`src/rtl/video_timing_gen_if.sv`:
```
`default_nettype none
// ============================================================================
// Module   : video_timing_gen_if
// Purpose  : Raster timing bundle between the timing generator and its consumers.
// Revision : 1.0
// ============================================================================
interface video_timing_gen_if #(
  parameter int CW = 12
);
  logic          i_en;
  logic          o_req;
  logic          o_de;
  logic          o_hsync;
  logic          o_vsync;
  logic [1:0]    o_ctrl;
  logic [CW-1:0] o_sx;
  logic [CW-1:0] o_sy;
  logic          o_line;
  logic          o_frame;

  modport master (
    input  i_en,
    output o_req, o_de, o_hsync, o_vsync, o_ctrl, o_sx, o_sy, o_line, o_frame
  );

  modport slave (
    output i_en,
    input  o_req, o_de, o_hsync, o_vsync, o_ctrl, o_sx, o_sy, o_line, o_frame
  );
endinterface
`default_nettype wire

```
`src/rtl/video_timing_gen.sv`:
```
`default_nettype none
// ============================================================================
// Module   : video_timing_gen
// Purpose  : Raster timing for DVI TMDS encoders: de, sync/ctrl, coordinates.
// Revision : 1.0
// ============================================================================
module video_timing_gen #(
  parameter int H_ACTIVE = 640,
  parameter int H_FP     = 16,
  parameter int H_SYNC   = 96,
  parameter int H_BP     = 48,
  parameter int V_ACTIVE = 480,
  parameter int V_FP     = 10,
  parameter int V_SYNC   = 2,
  parameter int V_BP     = 33,
  parameter bit H_POL    = 1'b0,
  parameter bit V_POL    = 1'b0,
  parameter int CW       = 12
) (
  input  wire logic          i_clk,
  input  wire logic          i_rst,
  video_timing_gen_if.master vif
);

  localparam int c_h_total = H_ACTIVE + H_FP + H_SYNC + H_BP;
  localparam int c_v_total = V_ACTIVE + V_FP + V_SYNC + V_BP;

  localparam logic [CW-1:0] c_h_last = CW'(c_h_total - 1);
  localparam logic [CW-1:0] c_v_last = CW'(c_v_total - 1);

  // One bit wider so a region end equal to the total cannot alias to zero.
  localparam logic [CW:0] c_h_active   = (CW+1)'(H_ACTIVE);
  localparam logic [CW:0] c_hs_start   = (CW+1)'(H_ACTIVE + H_FP);
  localparam logic [CW:0] c_hs_end     = (CW+1)'(H_ACTIVE + H_FP + H_SYNC);
  localparam logic [CW:0] c_v_active   = (CW+1)'(V_ACTIVE);
  localparam logic [CW:0] c_vs_start   = (CW+1)'(V_ACTIVE + V_FP);
  localparam logic [CW:0] c_vs_end     = (CW+1)'(V_ACTIVE + V_FP + V_SYNC);

  if (((c_h_total - 1) >= (1 << CW)) || ((c_v_total - 1) >= (1 << CW))) begin : g_cw_check
    $error("video_timing_gen: CW too narrow for raster totals");
  end

  logic [CW-1:0] hx_q, hx_d;
  logic [CW-1:0] vy_q, vy_d;
  logic [CW-1:0] sx_q, sy_q;
  logic          de_q, hs_q, vs_q, line_q, frame_q;

  logic          w_h_wrap, w_v_wrap;
  logic          w_req, w_hs_act, w_vs_act;
  logic [CW:0]   w_hx_ext, w_vy_ext;

  always_comb begin
    w_hx_ext = {1'b0, hx_q};
    w_vy_ext = {1'b0, vy_q};
    w_h_wrap = (hx_q == c_h_last);
    w_v_wrap = (vy_q == c_v_last);

    hx_d = w_h_wrap ? '0 : hx_q + CW'(1);
    vy_d = vy_q;
    if (w_h_wrap) begin
      vy_d = w_v_wrap ? '0 : vy_q + CW'(1);
    end

    w_req    = (w_hx_ext < c_h_active) && (w_vy_ext < c_v_active);
    w_hs_act = (w_hx_ext >= c_hs_start) && (w_hx_ext < c_hs_end);
    // vsync is a whole-line property, so it changes only at hx==0.
    w_vs_act = (w_vy_ext >= c_vs_start) && (w_vy_ext < c_vs_end);
  end

  always_ff @(posedge i_clk or posedge i_rst) begin
    if (i_rst) begin
      hx_q    <= '0;
      vy_q    <= '0;
      sx_q    <= '0;
      sy_q    <= '0;
      de_q    <= 1'b0;
      hs_q    <= ~H_POL;
      vs_q    <= ~V_POL;
      line_q  <= 1'b0;
      frame_q <= 1'b0;
    end else if (vif.i_en) begin
      hx_q    <= hx_d;
      vy_q    <= vy_d;
      sx_q    <= hx_q;
      sy_q    <= vy_q;
      de_q    <= w_req;
      hs_q    <= w_hs_act ? H_POL : ~H_POL;
      vs_q    <= w_vs_act ? V_POL : ~V_POL;
      line_q  <= (hx_q == '0);
      frame_q <= (hx_q == '0) && (vy_q == '0);
    end
  end

  assign vif.o_req   = w_req;
  assign vif.o_de    = de_q;
  assign vif.o_hsync = hs_q;
  assign vif.o_vsync = vs_q;
  assign vif.o_ctrl  = {vs_q, hs_q};
  assign vif.o_sx    = sx_q;
  assign vif.o_sy    = sy_q;
  assign vif.o_line  = line_q;
  assign vif.o_frame = frame_q;

endmodule
`default_nettype wire

```
`src/flat_wrapper.sv`:
```
// flat-port wrapper written by rule: the top's interface ports become plain ports
module video_timing_gen_flat 
#(
  parameter int H_ACTIVE = 640,
  parameter int H_FP     = 16,
  parameter int H_SYNC   = 96,
  parameter int H_BP     = 48,
  parameter int V_ACTIVE = 480,
  parameter int V_FP     = 10,
  parameter int V_SYNC   = 2,
  parameter int V_BP     = 33,
  parameter bit H_POL    = 1'b0,
  parameter bit V_POL    = 1'b0,
  parameter int CW       = 12
)
  (i_clk, i_rst, vif_i_en, vif_o_req, vif_o_de, vif_o_hsync, vif_o_vsync, vif_o_ctrl, vif_o_sx, vif_o_sy, vif_o_line, vif_o_frame);
  video_timing_gen_if #(.CW(CW)) vif_i ();
  input  wire logic i_clk;
  input  wire logic i_rst;
  input wire logic [$bits(vif_i.i_en)-1:0] vif_i_en;
  output wire logic [$bits(vif_i.o_req)-1:0] vif_o_req;
  output wire logic [$bits(vif_i.o_de)-1:0] vif_o_de;
  output wire logic [$bits(vif_i.o_hsync)-1:0] vif_o_hsync;
  output wire logic [$bits(vif_i.o_vsync)-1:0] vif_o_vsync;
  output wire logic [$bits(vif_i.o_ctrl)-1:0] vif_o_ctrl;
  output wire logic [$bits(vif_i.o_sx)-1:0] vif_o_sx;
  output wire logic [$bits(vif_i.o_sy)-1:0] vif_o_sy;
  output wire logic [$bits(vif_i.o_line)-1:0] vif_o_line;
  output wire logic [$bits(vif_i.o_frame)-1:0] vif_o_frame;
  assign vif_i.i_en = vif_i_en;
  assign vif_o_req = vif_i.o_req;
  assign vif_o_de = vif_i.o_de;
  assign vif_o_hsync = vif_i.o_hsync;
  assign vif_o_vsync = vif_i.o_vsync;
  assign vif_o_ctrl = vif_i.o_ctrl;
  assign vif_o_sx = vif_i.o_sx;
  assign vif_o_sy = vif_i.o_sy;
  assign vif_o_line = vif_i.o_line;
  assign vif_o_frame = vif_i.o_frame;
  video_timing_gen #(.H_ACTIVE(H_ACTIVE), .H_FP(H_FP), .H_SYNC(H_SYNC), .H_BP(H_BP), .V_ACTIVE(V_ACTIVE), .V_FP(V_FP), .V_SYNC(V_SYNC), .V_BP(V_BP), .H_POL(H_POL), .V_POL(V_POL), .CW(CW)) u_core (.i_clk(i_clk), .i_rst(i_rst), .vif(vif_i));
endmodule
```
`config.mk`:
```
export PLATFORM = sky130hd
export DESIGN_NAME = video_timing_gen_flat
export DESIGN_NICKNAME = d
export VERILOG_FILES = /design/src/rtl/video_timing_gen_if.sv /design/src/rtl/video_timing_gen.sv /design/src/flat_wrapper.sv
export SDC_FILE = /design/constraint.sdc
export NUM_CORES = 1
export LEC_CHECK = 0
export BUFFER_PORTS_ARGS = -buffer_cell sky130_fd_sc_hd__buf_2
export CORE_MARGIN = 3
export CORE_UTILIZATION = 50
export CTS_BUF_LIST = sky130_fd_sc_hd__clkbuf_16
export DETAILED_ROUTE_END_ITERATION = 7
export PLACE_DENSITY = 0.83
export SLEW_MARGIN = 5
export SYNTH_ARGS = -nofsm -noshare
export SYNTH_HDL_FRONTEND = slang
export SYNTH_SLANG_ARGS = --single-unit
```
`constraint.sdc`:
```
create_clock -name i_clk -period 2.1 [get_ports i_clk]
set_input_delay 0.21 -clock i_clk [delete_from_list [all_inputs] [get_ports i_clk]]
set_output_delay 0.21 -clock i_clk [all_outputs]
set_load 0.005 [all_outputs]
```
==> impl_metrics.tcl <==
set metrics [dict create \
    status "finished, final reports clean" \
    area_growth_pct 21.6 \
    via_per_inst 5.62 \
    path_class "flop to flop" \
    min-delay-start "vif_i_en" \
    critPathSlowestCell "or4_4" \
    clock_latency_ps 300 \
    n_antenna_cell 0 \
    holdPathStages 3 \
    synth_edf_count 0 \
    path_cells "or3_4 > or4_4 > nor3_2 > mux2_2" \
    cp-start-kind "flop" \
    cts_max_level 2 \
    reg2reg_from "u_core.hx_q[5]" \
    hp-class "input port to flop" \
    slew_viol_final 0 \
    hpwl_um 3720 \
    post_cts_buffers 0 \
    setup_viol 0 \
    critPathMaxFanout 5 \
    yosysMostFrequentCell "dfrtp_1" \
    floorplan.initialDensity 0.523 \
    multi_input_area_mm2 0.00109 \
    cp_data_arrival_time_ps 2230 \
    final.setup_skew_ps 12.4 \
    ant_nets 0 \
    cp.required_ps 2280 \
    ir_worst_vdd_v 0.000389 \
    ys_ff_latch 53 \
    grt_first_pass_wirelength_um 8730 \
    synthTopCellsByArea "dfrtp_1, mux2_2, xnor2_1" \
    numCtsBuffers 5 \
    cts_max_path_buffers 2 \
    cts_tree "yes" \
    synth_cell_types 45 \
    syn_nets 231 \
    reg2regPathDepth 4 \
    drcViolationCount 0 \
    dr.pass1.iters 4 \
    final-seq-area_mm2 0.00133 \
    yosysTopAreaCell "dfrtp_1" \
    die_area_mm2 0.00590 \
    track_usage 0.186 \
    fp.dieW_um 76.8 \
    power.density_mw_per_mm2 811 \
    die_y_um 76.8 \
    grt_pass1_vias 1815 \
    worstMarginPinSlew_ps 472 \
    netlist_area_mm2 0.00250 \
    cp_num_cells 4 \
    syn_inst 224 \
    wl_per_cell_um 15.5 \
    maxCapViolCount 0 \
    antenna_found_initial 0 \
    cp_top_family "simple AND/OR/NAND/NOR gates" \
    yosys_most_used_dff "dfrtp_1" \
    endpoint_kind "flop" \
    place.gp.congestion 0.871 \
    path_clk_slew_ps 70 \
    crit_buf_inv 0 \
    setup_slack_ps 49.3 \
    ios 35 \
    finalHoldViolCount 0 \
    drtIter0Drc 135 \
    dp_slack_ps 86.8 \
    cts_root_buf "clkbuf_16" \
    fillers 400 \
    std_cell_rows 25 \
    period_needed_ps 2050 \
    syn_area_per_cell_um2 11.2 \
    placeableCoreArea_mm2 0.00479 \
    min_period_over_period 0.977 \
    async_flop_share 1.00 \
    drive_above_1_share 0.399 \
    ys_warn_count 0 \
    synth_common_cells "dfrtp_1, mux2_2, nand2_1" \
    slew_headroom 0.683 \
    cts.sinks 53 \
    nets 277 \
    via_count 1898 \
    grt_start_max_net_pins 32 \
    max_freq_mhz 488 \
    critPathMaxStageDelay_ps 570 \
    overflow 0 \
    portBuffers 34 \
    rsz0062_at_grt "false" \
    fin_setup_tns_ps 0 \
    ys_seq_area_frac 0.530 \
    drt-total-wl_um 5240 \
    crit_start "u_core.hx_q[5]" \
    yosys.area.top_type_share 0.509 \
    power.leakage_uw 0.00145 \
]
-- layout by cell type (no fill, tap or decap), types with 2 or more instances in the layout --
| master | instances |
|---|---|
| a31oi_1 | 4 |
| nand3_1 | 11 |
| inv_1 | 9 |
| dfstp_2 | 2 |
| nor3_2 | 2 |
| nor4_4 | 2 |
| nor3_1 | 6 |
| buf_4 | 21 |
| o21ai_1 | 4 |
| o22ai_1 | 2 |
| nand3b_1 | 2 |
| nand2_1 | 16 |
| or3_1 | 3 |
| or4_4 | 2 |
| o21ai_0 | 6 |
| mux2_2 | 26 |
| o31ai_1 | 4 |
| buf_2 | 34 |
| nor4_1 | 4 |
| xnor2_1 | 9 |
| nor2_1 | 11 |
| dfrtp_1 | 51 |
| nand4_1 | 5 |
| clkbuf_16 | 5 |
| ha_1 | 4 |
| or2_2 | 4 |
-- final timing paths --
check                                           end  slack (ps)
worst max register to register       u_core.vy_q[8]          50
worst max-delay path                 u_core.vy_q[8]          50
min in group asynchronous           u_core.hx_q[11]         440
max in group asynchronous        u_core.vif.o_vsync        1010
worst min-delay path             u_core.vif.o_hsync         260
worst min register to register  u_core.vif.o_sy[11]         500
-- kinds of logic (layout without fill, tap and decap cells) --
logic type,Yosys count,count (layout),share of synthesized area
xor+xnor,10,10,0.0350
buf+inv,27,74,0.0499
fa+ha+maj,4,4,0.0200
compound gates,25,25,0.0624
flops,53,53,0.530
simple gates,78,78,0.181
mux,27,27,0.121
-- area by class of cell --
class / count / area share
inverter: 10 / 0.0123
tap: 67 / 0.0275
sequential: 53 / 0.436
timing repair buffer: 56 / 0.111
clock buffer: 5 / 0.0411
clock inverter: 3 / 0.0144
multi-input combinational: 144 / 0.358
-- worst register-to-register path, stage by stage (launching register included) --
cell	delay [ps]
dfrtp_1	400
or3_4	410
or4_4	570
nor3_2	200
mux2_2	350
-- layer usage --
layer / track usage / vias up / wire length [um]
met5: 0 / - / 0
met4: 0.0652 / 0 / 93
met3: 0.0411 / 11 / 240
met2: 0.299 / 57 / 2530
met1: 0.249 / 946 / 2380
li1: - / 884 / -
-- state kept, by name (all words and copies together), names as in the netlist --
name	count
u_core.hx_q	12
u_core.vif.o_de	1
u_core.vif.o_frame	1
u_core.vif.o_hsync	1
u_core.vif.o_line	1
u_core.vif.o_sx	12
u_core.vif.o_sy	12
u_core.vif.o_vsync	1
u_core.vy_q	12
-- what timing repair did --
item,4_1_cts,5_1_grt
endpoints found under the hold margin,19,0
gates resized for setup,0,4
endpoints found under the setup margin,0,7
hold buffers,1,0
-- where the power goes --
| group | internal [uW] | switching [uW] | total, uW |
|---|---|---|---|
| clock | 565 | 376 | 941 |
| sequential | 1110 | 93.5 | 1210 |
| combinational | 160 | 164 | 324 |
| total | 1840 | 633 | 2470 |
-- stage by stage --
step / util / hold slack, ps / power (uW) / cell area (um2) / cells
2_1_floorplan: - / 362 / 1430 / 2530 / 224
3_3_place_gp: 0.595 / 227 / 1530 / 2850 / 329
3_5_place_dp: 0.595 / 231 / 1550 / 2850 / 329
4_1_cts: 0.632 / 256 / 2490 / 3030 / 338
5_1_grt: 0.637 / 267 / 2580 / 3050 / 338
6_report: 0.637 / 260 / 2470 / 3050 / 338
Note: power is estimated with default switching activity, not from simulation.
